===== config.mk =====
export PLATFORM = sky130hd
export DESIGN_NAME = control_multiciclo_flat
export DESIGN_NICKNAME = d
export VERILOG_FILES = /design/src/rtl/control_multiciclo_if.sv /design/src/rtl/control_multiciclo.sv /design/src/flat_wrapper.sv
export SDC_FILE = /design/constraint.sdc
export NUM_CORES = 1
export LEC_CHECK = 0
export ABC_AREA = 1
export BUFFER_PORTS_ARGS = -buffer_cell sky130_fd_sc_hd__buf_2
export CORE_MARGIN = 2
export CORE_UTILIZATION = 38
export CTS_CLUSTER_SIZE = 20
export DETAILED_ROUTE_END_ITERATION = 8
export GPL_TIMING_DRIVEN = 1
export PLACE_DENSITY = 0.7
export SYNTH_ARGS = -nofsm -noshare
export SYNTH_HDL_FRONTEND = slang
export SYNTH_SLANG_ARGS = --single-unit

===== constraint.sdc =====
create_clock -name clk -period 1.41 [get_ports clk]
set_input_delay 0.141 -clock clk [delete_from_list [all_inputs] [get_ports clk]]
set_output_delay 0.141 -clock clk [all_outputs]
set_load 0.01 [all_outputs]

===== src/rtl/control_multiciclo_if.sv =====
// control_multiciclo_if
//   Control bus between the multicycle main FSM and the RV32I datapath/memory.
//   master : the control FSM (drives strobes/selects, receives op/zero/memReady)
//   slave  : the datapath + unified memory side
//   Signals:
//     op[6:0]        opcode field of the IR
//     zero           ALU zero flag
//     memReady       memory completed the current access this cycle
//     memReq         memory access request
//     memWrite       memory write enable
//     adrSrc         0 = PC, 1 = ALUOut as memory address
//     irWrite        IR load enable
//     pcWrite        PC load enable
//     regWrite       register file write enable
//     aluSrcA[1:0]   00 = PC, 01 = oldPC, 10 = rs1
//     aluSrcB[1:0]   00 = rs2, 01 = imm, 10 = constant 4
//     aluOp[1:0]     00 = add, 01 = sub, 10 = use funct fields
//     resultSrc[1:0] 00 = ALUOut, 01 = data read, 10 = ALU result
//     fault          1 while trapped
interface control_multiciclo_if;
  logic [6:0] op;
  logic       zero;
  logic       memReady;
  logic       memReq;
  logic       memWrite;
  logic       adrSrc;
  logic       irWrite;
  logic       pcWrite;
  logic       regWrite;
  logic [1:0] aluSrcA;
  logic [1:0] aluSrcB;
  logic [1:0] aluOp;
  logic [1:0] resultSrc;
  logic       fault;

  modport master (
    input  op, zero, memReady,
    output memReq, memWrite, adrSrc, irWrite, pcWrite, regWrite,
           aluSrcA, aluSrcB, aluOp, resultSrc, fault
  );

  modport slave (
    output op, zero, memReady,
    input  memReq, memWrite, adrSrc, irWrite, pcWrite, regWrite,
           aluSrcA, aluSrcB, aluOp, resultSrc, fault
  );
endinterface


===== src/rtl/control_multiciclo.sv =====
// control_multiciclo
//   Main control FSM of the multicycle RV32I core. Sequences the shared ALU,
//   register file, IR/PC and the unified instruction/data memory, waits on the
//   memory ready handshake and traps on a memory timeout.
// Ports:
//   clk    rising-edge clock
//   reset  synchronous, active-low reset
//   bus    control_multiciclo_if.master (op/zero/memReady in, strobes/selects out)
// Parameters:
//   MAX_WAIT  cycles a memory state may wait with memReady=0 before trapping (1..255)
// Build option:
//   CTRL_ILLEGAL_TRAP_EN  defined: unknown opcode in DECODE traps;
//                         undefined: unknown opcode is a NOP back to FETCH.
//
// state    | meaning
// ---------+------------------------------------------------------------
// FETCH    | read instruction at PC, PC <= PC+4 and IR load on memReady
// DECODE   | compute branch/jump target oldPC+imm, dispatch on opcode
// MEMADR   | ALUOut <= rs1 + imm for lw/sw
// MEMREAD  | data read at ALUOut, wait for memReady
// MEMWB    | write loaded data to the register file
// MEMWRITE | data write at ALUOut, wait for memReady
// EXECR    | R-type ALU operation rs1 op rs2
// EXECI    | I-type ALU operation rs1 op imm
// ALUWB    | write ALUOut to the register file
// BEQ      | compare rs1-rs2, load target into PC when zero
// JAL      | PC <= target, ALUOut <= oldPC+4 for the link register
// TRAP     | memory timeout or illegal op; left only by reset
module control_multiciclo #(
  parameter int MAX_WAIT = 15
) (
  input  logic                      clk,
  input  logic                      reset,
  control_multiciclo_if.master      bus
);

  localparam int CW = $clog2(MAX_WAIT + 1);
  localparam logic [CW-1:0] MAX_CNT = CW'(MAX_WAIT);

  localparam logic [6:0] OP_LW   = 7'b0000011;
  localparam logic [6:0] OP_SW   = 7'b0100011;
  localparam logic [6:0] OP_R    = 7'b0110011;
  localparam logic [6:0] OP_I    = 7'b0010011;
  localparam logic [6:0] OP_BEQ  = 7'b1100011;
  localparam logic [6:0] OP_JAL  = 7'b1101111;

  typedef enum logic [3:0] {
    FETCH, DECODE, MEMADR, MEMREAD, MEMWB, MEMWRITE,
    EXECR, EXECI, ALUWB, BEQ, JAL, TRAP
  } state_t;

  state_t        state_q, state_d;
  logic [CW-1:0] cnt_q, cnt_d;
  logic          rdy;

  // memReady is masked while reset is held so FETCH cannot raise irWrite/pcWrite
  // on a cycle that is about to be discarded.
  assign rdy = bus.memReady & reset;

  always_comb begin
    state_d       = state_q;
    cnt_d         = cnt_q;
    bus.memReq    = 1'b0;
    bus.memWrite  = 1'b0;
    bus.adrSrc    = 1'b0;
    bus.irWrite   = 1'b0;
    bus.pcWrite   = 1'b0;
    bus.regWrite  = 1'b0;
    bus.aluSrcA   = 2'b00;
    bus.aluSrcB   = 2'b00;
    bus.aluOp     = 2'b00;
    bus.resultSrc = 2'b00;
    bus.fault     = 1'b0;

    unique case (state_q)
      FETCH: begin
        bus.memReq    = 1'b1;
        bus.aluSrcB   = 2'b10;
        bus.resultSrc = 2'b10;
        if (rdy) begin
          bus.irWrite = 1'b1;
          bus.pcWrite = 1'b1;
          state_d     = DECODE;
        end else if (cnt_q == MAX_CNT) begin
          state_d = TRAP;
        end else begin
          cnt_d = cnt_q + 1'b1;
        end
      end
      DECODE: begin
        bus.aluSrcA = 2'b01;
        bus.aluSrcB = 2'b01;
        case (bus.op)
          OP_LW, OP_SW: state_d = MEMADR;
          OP_R:         state_d = EXECR;
          OP_I:         state_d = EXECI;
          OP_BEQ:       state_d = BEQ;
          OP_JAL:       state_d = JAL;
`ifdef CTRL_ILLEGAL_TRAP_EN
          default:      state_d = TRAP;
`else
          default:      state_d = FETCH;
`endif
        endcase
      end
      MEMADR: begin
        bus.aluSrcA = 2'b10;
        bus.aluSrcB = 2'b01;
        state_d     = (bus.op == OP_LW) ? MEMREAD : MEMWRITE;
      end
      MEMREAD: begin
        bus.memReq = 1'b1;
        bus.adrSrc = 1'b1;
        if (rdy)                    state_d = MEMWB;
        else if (cnt_q == MAX_CNT)  state_d = TRAP;
        else                        cnt_d = cnt_q + 1'b1;
      end
      MEMWB: begin
        bus.resultSrc = 2'b01;
        bus.regWrite  = 1'b1;
        state_d       = FETCH;
      end
      MEMWRITE: begin
        bus.memReq   = 1'b1;
        bus.memWrite = 1'b1;
        bus.adrSrc   = 1'b1;
        if (rdy)                    state_d = FETCH;
        else if (cnt_q == MAX_CNT)  state_d = TRAP;
        else                        cnt_d = cnt_q + 1'b1;
      end
      EXECR: begin
        bus.aluSrcA = 2'b10;
        bus.aluOp   = 2'b10;
        state_d     = ALUWB;
      end
      EXECI: begin
        bus.aluSrcA = 2'b10;
        bus.aluSrcB = 2'b01;
        bus.aluOp   = 2'b10;
        state_d     = ALUWB;
      end
      ALUWB: begin
        bus.regWrite = 1'b1;
        state_d      = FETCH;
      end
      BEQ: begin
        bus.aluSrcA = 2'b10;
        bus.aluOp   = 2'b01;
        bus.pcWrite = bus.zero;
        state_d     = FETCH;
      end
      JAL: begin
        bus.aluSrcA = 2'b01;
        bus.aluSrcB = 2'b10;
        bus.pcWrite = 1'b1;
        state_d     = ALUWB;
      end
      TRAP: begin
        bus.fault = 1'b1;
      end
      // unused encodings are treated as a fault
      default: state_d = TRAP;
    endcase

    if (state_d != state_q) cnt_d = '0;
  end

  always_ff @(posedge clk) begin
    if (!reset) begin
      state_q <= FETCH;
      cnt_q   <= '0;
    end else begin
      state_q <= state_d;
      cnt_q   <= cnt_d;
    end
  end

endmodule


===== src/flat_wrapper.sv =====
// flat-port wrapper written by rule: the top's interface ports become plain ports
module control_multiciclo_flat 
#(
  parameter int MAX_WAIT = 15
)
  (clk, reset, bus_op, bus_zero, bus_memReady, bus_memReq, bus_memWrite, bus_adrSrc, bus_irWrite, bus_pcWrite, bus_regWrite, bus_aluSrcA, bus_aluSrcB, bus_aluOp, bus_resultSrc, bus_fault);
  control_multiciclo_if bus_i ();
  input  logic clk;
  input  logic reset;
  input wire logic [$bits(bus_i.op)-1:0] bus_op;
  input wire logic [$bits(bus_i.zero)-1:0] bus_zero;
  input wire logic [$bits(bus_i.memReady)-1:0] bus_memReady;
  output wire logic [$bits(bus_i.memReq)-1:0] bus_memReq;
  output wire logic [$bits(bus_i.memWrite)-1:0] bus_memWrite;
  output wire logic [$bits(bus_i.adrSrc)-1:0] bus_adrSrc;
  output wire logic [$bits(bus_i.irWrite)-1:0] bus_irWrite;
  output wire logic [$bits(bus_i.pcWrite)-1:0] bus_pcWrite;
  output wire logic [$bits(bus_i.regWrite)-1:0] bus_regWrite;
  output wire logic [$bits(bus_i.aluSrcA)-1:0] bus_aluSrcA;
  output wire logic [$bits(bus_i.aluSrcB)-1:0] bus_aluSrcB;
  output wire logic [$bits(bus_i.aluOp)-1:0] bus_aluOp;
  output wire logic [$bits(bus_i.resultSrc)-1:0] bus_resultSrc;
  output wire logic [$bits(bus_i.fault)-1:0] bus_fault;
  assign bus_i.op = bus_op;
  assign bus_i.zero = bus_zero;
  assign bus_i.memReady = bus_memReady;
  assign bus_memReq = bus_i.memReq;
  assign bus_memWrite = bus_i.memWrite;
  assign bus_adrSrc = bus_i.adrSrc;
  assign bus_irWrite = bus_i.irWrite;
  assign bus_pcWrite = bus_i.pcWrite;
  assign bus_regWrite = bus_i.regWrite;
  assign bus_aluSrcA = bus_i.aluSrcA;
  assign bus_aluSrcB = bus_i.aluSrcB;
  assign bus_aluOp = bus_i.aluOp;
  assign bus_resultSrc = bus_i.resultSrc;
  assign bus_fault = bus_i.fault;
  control_multiciclo #(.MAX_WAIT(MAX_WAIT)) u_core (.clk(clk), .reset(reset), .bus(bus_i));
endmodule

# Yosys cells after proc, flatten, opt, wreduce, memory -nomap -nowiden
# Index checks and enable logic that the tools add are counted.
[op_classes]
bitwise_logic = 4
eq_ne = 19
n_reduce_logical = 14
muxes = 19
n_addsub = 1
[op_table]
columns = ["op", "count"]
rows = [
  ["$pmux W4 S8", 1],
  ["$eq A4 B4 Y1 const B", 5],
  ["$pmux W4 S5", 1],
  ["$eq A4 B3 Y1 const B", 4],
  ["$mux W4", 4],
  ["$pmux W2 S2", 4],
  ["$eq A7 B6 Y1 const B", 2],
  ["$eq A7 B7 Y1 const B", 2],
  ["$reduce_or A2 Y1", 7],
  ["$reduce_or A3 Y1", 4],
  ["$eq A4 B2 Y1 const B", 2],
  ["$eq A7 B2 Y1 const B", 1],
  ["$eq A7 B5 Y1 const B", 1],
  ["$mux W1", 7],
  ["$add A4 B1 Y4 const B", 1],
  ["$eq A4 B1 Y1 const B", 1],
  ["$logic_not A4 Y1", 1],
  ["$ne A4 B4 Y1", 1],
  ["$reduce_or A4 Y1", 1],
  ["$mux W3", 1],
  ["$not A1 Y1", 3],
  ["$pmux W1 S3", 1],
  ["$reduce_and A3 Y1", 1],
  ["$and A1 B1 Y1", 1],
]
[totals]
reg_bits = 8
wordCells = 59
output_inout_bits = 15

# Longest topological paths before layout
# Gate-level depths: netlist (run 1).
[depth]
ltp_word = 6
mapped_depth = 12
ltp_nobuf = 12

# Worst setup path before layout (run 1)
# No wires, ideal clock.
[synth_path]
path_type = "register -> register"
startpoint = "register u_core.cnt_q[0]"
endpoint = "register u_core.cnt_q[0]"
setup_ns = 0.065
stages_incl_launch_ff = 11
arrival_ns = 1.379
n_path_buf = 0
path_slack_ns = -0.034
t_required_ns = 1.345
path_cell_list = "dfxtp_1 > ha_1 > nand3_1 > nand3_1 > nand2_1 > and2_1 > nand3_1 > nand2_1 > nand2_1 > nand3_2 > nor2_1"
[synth_via]
elab_chain_cells = 6
word_cells_on_any_way = 11
cone_classes = "1 x add/sub; 2 x eq/ne; 5 x mux; 1 x bitwise; 2 x reduce/logical"
[synth_lines]
columns = ["element", "line_no", "rtl"]
rows = [
  ["start, declared", "control_multiciclo.sv:53", "logic [CW-1:0] cnt_q, cnt_d;"],
  ["start signal, assigned", "control_multiciclo.sv:174", "cnt_q <= cnt_d;"],
  ["$eq A4 B4 Y1", "control_multiciclo.sv:84, control_multiciclo.sv:115, control_multiciclo.sv:128", ""],
  ["$mux W4", "control_multiciclo.sv:84, control_multiciclo.sv:115, control_multiciclo.sv:128", ""],
  ["$mux W4 (on tied branches)", "control_multiciclo.sv:127, control_multiciclo.sv:80, control_multiciclo.sv:114", ""],
  ["$pmux W4 S8", "control_multiciclo.sv:75", "unique case (state_q)"],
  ["$ne A4 B4 Y1", "control_multiciclo.sv:165", "if (state_d != state_q) cnt_d = '0;"],
  ["$reduce_or A2 Y1 (no source line)", "-", ""],
]
# Several ways; a longest one is shown, not always the timed one.
# A chain may end at the register's enable or synchronous reset.

# Worst setup path after layout (run 1)
[layout_path]
startpoint = "register u_core.state_q[3]"
endpoint = "register u_core.cnt_q[0]"
[layout_via]
elab_chain_cells = 5
word_cells_on_any_way = 23
cone_classes = "12 x eq/ne; 5 x mux; 6 x reduce/logical"
[layout_lines]
columns = ["element", "line_no", "rtl"]
rows = [
  ["start, declared", "control_multiciclo.sv:52", "state_t state_q, state_d;"],
  ["start signal, assigned", "control_multiciclo.sv:173", "state_q <= state_d;"],
  ["$eq A4 B3 Y1, or another cell as far along", "control_multiciclo.sv:75", ""],
  ["$reduce_or A3 Y1 (no source line), or another cell as far along", "-", ""],
  ["$pmux W4 S8", "control_multiciclo.sv:75", ""],
  ["$ne A4 B4 Y1", "control_multiciclo.sv:165", ""],
  ["$reduce_or A2 Y1 (no source line)", "-", ""],
]
# Several ways; a longest one is shown, not always the timed one.

==> results of run 1 <==
==> sequential cells by signal (all words and copies together), names as in the netlist <==
name and cells:
u_core.cnt_q 4, u_core.state_q 4
==> cell families after synthesis <==
logic type,after synthesis,synth area share
adders and majority gates,2,0.0276
buffers and inverters,26,0.120
AOI/OAI and AO/OA,11,0.0737
DFF,8,0.197
xor gates and xnor gates,3,0.0323
and+or+nand+nor,95,0.550
==> layout by cell type, fill, tap and decap left out, types with 2 or more instances in the layout <==
cell,count
nand4_1,2
dfxtp_1,4
nor2_4,10
inv_2,7
buf_6,8
nand2_2,3
nand3_2,6
nor2_1,16
nand2_1,40
dfxtp_4,4
nand2_4,5
xor2_1,2
o21ai_0,3
clkbuf_4,3
a21oi_2,4
inv_1,17
buf_4,23
a31oi_1,2
buf_2,22
nand3_1,9
==> what timing repair did <==
action                                  in CTS  in global routing
hold endpoints to repair                     0                  0
endpoints found under the setup margin      17                 16
pin swaps                                    8                 11
buffers inserted                             0                  2
cloned                                       0                  0
gates resized for setup                     29                 26
==> worst max-delay path, cell delays in order (launching register included) <==
cell and delay, ps:
dfxtp_4 360, nor2_4 220, nand3_2 140, inv_2 80, nor2_1 40, and2_1 190, nand3_1 90, nand2_1 60
nand2_1 100, nand3_2 130, nor2_1 130
==> worst max path at each step <==
stage	end	slack, ps	depth (start not counted)
after detailed placement	u_core.cnt_q[0]$_SDFFE_PP0P_	-160	9
after global routing	u_core.cnt_q[0]$_SDFFE_PP0P_	-260	10
after global placement	u_core.cnt_q[0]$_SDFFE_PP0P_	-100	9
final	u_core.cnt_q[0]$_SDFFE_PP0P_	-190	10
after CTS	u_core.cnt_q[0]$_SDFFE_PP0P_	-80	11
after floorplan	u_core.cnt_q[3]$_SDFFE_PP0P_	30	11
==> synth_stat cells, types with 2 or more instances <==
| cell type | n |
|---|---|
| inv_1 | 24 |
| dfxtp_1 | 8 |
| xor2_1 | 2 |
| nand2_2 | 5 |
| o21ai_0 | 3 |
| nor2_4 | 2 |
| a31oi_1 | 2 |
| a21oi_1 | 5 |
| inv_2 | 2 |
| nand4_1 | 2 |
| nor2_1 | 22 |
| nor2_2 | 3 |
| nand2_1 | 42 |
| nand3_1 | 14 |
==> report_power, final <==
part           total [mW]  internal [mW]  switching (mW)
Clock               0.190         0.0983          0.0917
Combinational       0.361          0.157           0.204
Sequential          0.251          0.236          0.0159
==> layer usage <==
| metal | wire [µm] | share of wire | vias to the layer above |
|---|---|---|---|
| met4 | 88 | 0.030 | 0 |
| met1 | 1240 | 0.43 | 531 |
| met5 | 0 | 0 | - |
| li1 | - | - | 567 |
| met2 | 1420 | 0.49 | 48 |
| met3 | 165 | 0.057 | 11 |
==> final cells by class <==
cell class,count,share of cell area
timing repair buffer,53,0.268
inverter,26,0.0757
clock buffer,3,0.0162
sequential,8,0.126
tap,27,0.0243
multi-input combinational,111,0.489
==> per-stage QoR <==
| stage | hold WS [ps] | std cells | setup slack, ps |
|---|---|---|---|
| 5_1_grt | 227 | 228 | -259 |
| 3_3_place_gp | 463 | 223 | -101 |
| 6_report | 218 | 228 | -189 |
| 4_1_cts | 194 | 226 | -83.9 |
| 3_5_place_dp | 458 | 223 | -161 |
| 2_1_floorplan | 239 | 145 | 25.5 |
==> results.cfg, run 1 <==
[run_status]
run_status = finished, violations left
violations = setup timing

[timing]
fin_skew_ps = 5.93
final_max_slew_viol_count = 0
rsz0062_at_grt = true
setup_viol = 14
setup_ws_ps = -189
max_clock_freq_ghz = 0.625
finalCritPeriodShare = 1.13
fin_setup_tns_ps = -1250
hold_violations = 0
slew_headroom = 0.773
tightest_slew_ps = 339
post-route-min-period_ps = 1600

[routing]
routed-via-count = 1157
detail-route-antenna-nets = 0
via_per_inst = 5.07
post_drt_wl_per_cell_um = 12.8
drt_iter0_drc = 46
drcViolationCount = 0
finalWirelength_um = 2920
dr.pass1.iters = 4

[clocking]
ctsRootBufferMaster = clkbuf_4
cts.sinks = 8
path_clk_slew_ps = 60
cts.path.max_buffers = 2
clk_latency_ps = 270
cts-buffers-inserted = 3
cts_tree = yes
htreeDepth = 1
postCtsHoldBufs = 0

[die]
die_w_um = 50.3
core-area_mm2 = 0.00198
io_pins = 26
std_cell_rows = 16
dieArea_mm2 = 0.00253
die_height_um = 50.3
initial_core_util = 0.411

[placed_design]
port_buffers = 25
place_congestion = 0.912
hpwl_um = 1960
placed_area_mm2 = 0.00117

[final_layout]
multiInputGateArea_um2 = 679
final_net_count = 215
area_delta_synth_final_pct = 70.5
nFillCells = 154
stdcell_area_mm2 = 0.00139
final_core_util = 0.701
regArea_um2 = 175
diodes = 0
final_layout_size_suffix_gt1_frac = 0.498

[global_route]
overflow = 0
grt_usage = 0.219
grt_max_degree = 8
grt_pass1_wl_um = 4210
use_met2 = 0.360
grt_most_used_layer = met2
grt_pass1_vias = 1033
grtUsageMet1 = 0.258
grt_use_met3 = 0.0476
antenna_found_initial = 0

[setup_path]
worstSetupPathType = reg2reg
regToRegEndpoint = u_core.cnt_q[0]$_SDFFE_PP0P_
crit_path_end_kind = register
startpoint_type = register
crit_fanout = 5
reg2regPathDepth = 10
cp.required_ps = 1610
worstReg2RegStart = u_core.state_q[3]$_SDFF_PN0_
critPathLaunch = u_core.state_q[3]$_SDFF_PN0_
r2r_slack_ps = -190
cp.arrival_ps = 1800

[logic_synthesis]
ys_ff_latch = 8
yosys_warnings = 0
ys.flop_type = dfxtp_1
synthArstFlopShare = 0
syn-cell-area_um2 = 815
synth_top_area_cell = dfxtp_1
syn_inst = 145
synth_edf_count = 0
yosysSeqAreaShare = 0.197
synth_cell_type_count = 23
synth_top_area_frac = 0.197
syn_area_per_cell_um2 = 5.62
synth_area_leaders = dfxtp_1, nand2_1, inv_1
syn_nets = 157

[min_path]
hold_start = reset
hold_class = in2reg
min_path_cells = 4
min_to = u_core.state_q[1]$_SDFF_PN0_

[power]
peakVddDrop_uv = 465
leakagePower_nw = 0.756
power-per-cell-area_mw_per_mm2 = 578
finalPower_mw = 0.803

[flow_run]
drv_cap = 0
(Power assumes the default switching activity.)
==> run 2: changes to the inputs <==
--- a/config.mk
+++ b/config.mk
@@ -8,11 +8,13 @@
 export ABC_AREA = 1
 export BUFFER_PORTS_ARGS = -buffer_cell sky130_fd_sc_hd__buf_2
 export CORE_MARGIN = 2
-export CORE_UTILIZATION = 38
+export CORE_UTILIZATION = 45
 export CTS_CLUSTER_SIZE = 20
 export DETAILED_ROUTE_END_ITERATION = 8
+export GPL_ROUTABILITY_DRIVEN = 0
 export GPL_TIMING_DRIVEN = 1
-export PLACE_DENSITY = 0.7
+export PLACE_DENSITY = 0.8
+export SETUP_SLACK_MARGIN = 0.2
 export SYNTH_ARGS = -nofsm -noshare
 export SYNTH_HDL_FRONTEND = slang
 export SYNTH_SLANG_ARGS = --single-unit
==> run 2 against run 1 <==
Against the previous run: the run still ends with setup timing left; non-clock buffer count decreased by 15; worst hold slack worse by 17 ps; cell count decreased by 7.0%; largest power group unchanged; clock power is 2% higher; highest routed layer unchanged; clock skew about the same; die area decreased by 14%.
==> results.cfg, run 2 (same netlist as run 1, synthesis figures left out) <==
[placed_design]
hpwl_um = 1700
port_buffers = 25
placed_area_mm2 = 0.00108
dp_slack_ps = -65.8
place_inst = 203

[min_path]
hold_start = reset
min_path_cells = 4
min_to = u_core.state_q[1]$_SDFF_PN0_
hold_class = in2reg

[power]
leakagePower_nw = 0.682
power-per-cell-area_mw_per_mm2 = 611
peakVddDrop_uv = 448

[global_route]
grt_pass1_vias = 855
overflow = 0
grt_max_degree = 8
grt_usage = 0.218
antenna_found_initial = 0
grt_pass1_wl_um = 3450

[die]
die_w_um = 46.5
initial_core_util = 0.477
core-area_mm2 = 0.00171
io_pins = 26
dieArea_mm2 = 0.00217
die_height_um = 46.5
std_cell_rows = 15

[final_layout]
diodes = 0
final_layout_size_suffix_gt1_frac = 0.471
final_common_cell = nand2_1
regArea_um2 = 178
final_cells = 212
multiInputGateArea_um2 = 669
final_cell_mix = nand2_1, buf_2, inv_1
area_delta_synth_final_pct = 52.1
reg_top3 = u_core.cnt_q: 4 flops, u_core.state_q: 4 flops
stdcell_area_mm2 = 0.00124
final_net_count = 200
nFillCells = 129

[setup_path]
regToRegEndpoint = u_core.cnt_q[3]$_SDFFE_PP0P_
worstReg2RegStart = u_core.state_q[2]$_SDFF_PN0_
startpoint_type = register
cp.required_ps = 1270
crit_path_end_kind = output port
crit_fanout = 5
worstSetupPathType = reg2out
reg2regPathDepth = 11
cp.arrival_ps = 1460
r2r_slack_ps = -180

[timing]
finalCritPeriodShare = 1.14
max_clock_freq_ghz = 0.624
hold_violations = 0
rsz0062_at_grt = true
setup_ws_ps = -192
post-route-min-period_ps = 1600
final_max_slew_viol_count = 0
setup_viol = 12
fin_skew_ps = 6.04
slew_headroom = 0.820
tightest_slew_ps = 269

[clocking]
cts.path.max_buffers = 2
cts_tree = yes
path_clk_slew_ps = 60
clk_latency_ps = 260
ctsRootBufferMaster = clkbuf_4
cts-buffers-inserted = 3
cts.sinks = 8
htreeDepth = 1

[routing]
detail-route-antenna-nets = 0
dr.pass1.iters = 4
finalWirelength_um = 2500
routed-via-count = 1066
via_per_inst = 5.03
post_drt_wl_per_cell_um = 11.8
drt_iter0_drc = 30
drcViolationCount = 0

[run_status]
violations = setup timing
run_status = finished, violations left

[flow_run]
drv_cap = 0
run 2: cell count changes in the layout (fill, tap and decap cells not counted), sizes merged:
cell    previous run  this run
clkbuf             3         4
buf               53        38
run 2: power breakdown:
group          internal [mW]  switching (mW)
clock                  0.109          0.0852
sequential             0.237          0.0185
combinational          0.129           0.179
total                  0.475           0.282
run 2: worst max path at each step:
stage                                       startpoint                            to  slack (ps)  cells past startpoint
after global routing      u_core.state_q[2]$_SDFF_PN0_  u_core.cnt_q[0]$_SDFFE_PP0P_        -250                     11
after floorplan           u_core.state_q[2]$_SDFF_PN0_  u_core.cnt_q[0]$_SDFFE_PP0P_          90                     10
after CTS                 u_core.state_q[3]$_SDFF_PN0_  u_core.cnt_q[0]$_SDFFE_PP0P_         -80                     11
after global placement    u_core.state_q[2]$_SDFF_PN0_  u_core.cnt_q[2]$_SDFFE_PP0P_         -20                     11
final                     u_core.state_q[2]$_SDFF_PN0_                   bus_pcWrite        -190                      7
after detailed placement  u_core.state_q[2]$_SDFF_PN0_  u_core.cnt_q[0]$_SDFFE_PP0P_         -70                     10
run 2: through the flow:
step	util	setup TNS [ps]	hold slack [ps]	total power, mW
after floorplan	-	0	238	0.430
after global placement	0.632	-48.2	473	0.514
after detailed placement	0.632	-224	467	0.520
after CTS	0.678	-394	205	0.720
after global routing	0.725	-1900	240	0.799
final	0.725	-1190	202	0.757
run 2: timing repair:
action / in CTS / in global routing
hold buffers: 0 / 0
endpoints found under the setup margin: 19 / 23
pin swaps: 5 / 10
resized for setup: 12 / 18
setup buffers: 2 / 3
run 2: final cells by class:
class / instances / share of cell area
Multi-Input combinational cell: 111 / 0.540
Inverter: 26 / 0.0808
Tap cell: 25 / 0.0253
Clock buffer: 4 / 0.0212
Sequential cell: 8 / 0.143
Timing Repair Buffer: 38 / 0.189
run 2: metal layers:
metal	wire length (µm)	up-vias	global-route usage
li1	-	543	-
met2	1220	41	0.386
met1	1090	473	0.290
met3	136	9	0.0157
met5	0	-	0
met4	52	0	0.0343
run 2: critical path, cell delays in order (launching register included):
cell,delay (ps)
dfxtp_4,360
nor2_4,190
buf_4,150
nand2_4,60
buf_6,130
nor2_4,70
nand3b_1,110
buf_2,130
==> run 3: changes to the inputs <==
--- a/config.mk
+++ b/config.mk
@@ -7,12 +7,13 @@
 export LEC_CHECK = 0
 export ABC_AREA = 1
 export BUFFER_PORTS_ARGS = -buffer_cell sky130_fd_sc_hd__buf_2
-export CORE_MARGIN = 2
+export CORE_MARGIN = 5
 export CORE_UTILIZATION = 45
 export CTS_CLUSTER_SIZE = 20
 export DETAILED_ROUTE_END_ITERATION = 8
 export GPL_ROUTABILITY_DRIVEN = 0
 export GPL_TIMING_DRIVEN = 1
+export HOLD_SLACK_MARGIN = 0.12
 export PLACE_DENSITY = 0.8
 export SETUP_SLACK_MARGIN = 0.2
 export SYNTH_ARGS = -nofsm -noshare
==> run 3 against run 2 <==
Against the previous run: the flow still finishes with violations (setup timing); maximum frequency is 3.4% higher; routed wire length is 0.76% lower; sequential share of layout area is 0.19 points higher; setup slack better by 53 ps; flip-flop and latch count stayed put; total power hardly changed; global-route usage is 3.1 points lower; core utilization is 1.7 points lower; worst hold slack worse by 13 ps; critical path type is now reg2reg.
==> results.cfg, run 3 (same netlist as run 1, synthesis figures left out) <==
[run_status]
run_status = finished, violations left
violations = setup timing

[final_layout]
final_core_util = 0.708
area_delta_synth_final_pct = 50.1
final_net_count = 199
final_cell_mix = nand2_1, buf_2, inv_1
final_layout_size_suffix_gt1_frac = 0.462
reg_top3 = u_core.cnt_q: 4 flops, u_core.state_q: 4 flops
final_common_cell = nand2_1
diodes = 0

[setup_path]
critPathLaunch = u_core.state_q[1]$_SDFF_PN0_
crit_chain = inv_2, nand2_2, nor2_4, nand2_2, nor2_4, nor2_2, nand3_1, nand2_1, nor2_2, nand3_4, nor2_1
crit_path_top_delay_cell = dfxtp_4
crit_fanout = 7
worstReg2RegStart = u_core.state_q[1]$_SDFF_PN0_
crit_path_end_kind = register
startpoint_type = register
worstSetupPathType = reg2reg
slowest_delay_ps = 390
cp.required_ps = 1590
cp.arrival_ps = 1730

[timing]
setup_ws_ps = -140
post-route-min-period_ps = 1550
fin_skew_ps = 10.5
max_clock_freq_ghz = 0.645
finalCritPeriodShare = 1.10
setup_viol = 8
tightest_slew_ps = 237
rsz0062_at_grt = true
slew_headroom = 0.840
hold_violations = 0
final_max_slew_viol_count = 0

[placed_design]
port_buffers = 25
dp_slack_ps = -119
hpwl_um = 1960

[global_route]
grt_pass1_wl_um = 3980
grt_pass1_vias = 981
overflow = 0
antenna_found_initial = 0
grt_usage = 0.187
grt_max_degree = 8

[routing]
detail-route-antenna-nets = 0
dr.pass1.iters = 4
finalWirelength_um = 2480
via_per_inst = 4.94
drt_iter0_drc = 25
post_drt_wl_per_cell_um = 11.8
routed-via-count = 1042
drcViolationCount = 0

[clocking]
cts.path.max_buffers = 2
cts_tree = yes
path_clk_slew_ps = 70
ctsRootBufferMaster = clkbuf_4
htreeDepth = 1
clk_latency_ps = 260
cts-buffers-inserted = 3
cts.sinks = 8

[die]
initial_core_util = 0.472
die_w_um = 52.5
core-area_mm2 = 0.00173
io_pins = 26
std_cell_rows = 15
dieArea_mm2 = 0.00276
die_height_um = 52.5

[power]
peakVddDrop_uv = 527
power-per-cell-area_mw_per_mm2 = 619
leakagePower_nw = 0.662

[min_path]
hold_class = in2reg
hold_start = reset

[flow_run]
drv_cap = 0
run 3: changes by cell type in the layout (fill, tap and decap cells not counted), sizes merged:
cell / change
dlygate4sd3: +1
buf: -2
run 3: cell type report:
class                   instances  area (µm²)
inverters                      26         100
multi-input cells             111         653
repair buffers                 37         234
clock buffers                   4        26.3
flip-flops and latches          8         178
well taps                      25        31.3
fillers                       159         504
run 3: per-stage QoR:
stage                     setup TNS, ps  instances  hold slack [ps]  cell area, µm²  power (mW)
final                              -704        211              189            1220       0.757
after CTS                          -665        210              177            1160       0.736
after detailed placement           -433        203              386            1080       0.521
after floorplan                       0        145              238             862       0.430
after global placement             -131        203              370            1080       0.509
after global routing              -1830        211              190            1220       0.809
run 3: power breakdown:
part / switching (mW) / total, mW / internal [mW]
clock network: 0.0858 / 0.194 / 0.109
registers: 0.0206 / 0.258 / 0.237
logic: 0.175 / 0.305 / 0.130
total: 0.282 / 0.757 / 0.475
run 3: timing repair:
action | CTS | global route
resized for setup | 12 | 16
pin swaps | 5 | 7
hold buffers | 1 | 0
endpoints found under the setup margin | 21 | 23
endpoints found under the hold margin | 1 | 0
buffers inserted | 2 | 1
run 3: worst paths after layout:
path | endpoint | slack, ps | depth (start not counted)
min reg2reg | u_core.cnt_q[1]$_SDFFE_PP0P_ | 550 | 4
min | u_core.state_q[0]$_SDFF_PN0_ | 190 | 3
max reg2reg | u_core.cnt_q[1]$_SDFFE_PP0P_ | -140 | 11
max | u_core.cnt_q[1]$_SDFFE_PP0P_ | -140 | 11
run 3: critical path: cells and delay by family (launching register included):
family / cells / cell delay [ps]
flip-flops: 1 / 390
buffers and inverters: 1 / 110
AND/OR/NAND/NOR: 10 / 960
run 3: metal layers:
metal  routed length [µm]  global-route usage
met4                   21              0.0340
met1                 1070               0.227
met3                  151              0.0313
met2                 1240               0.343
met5                    0                   0
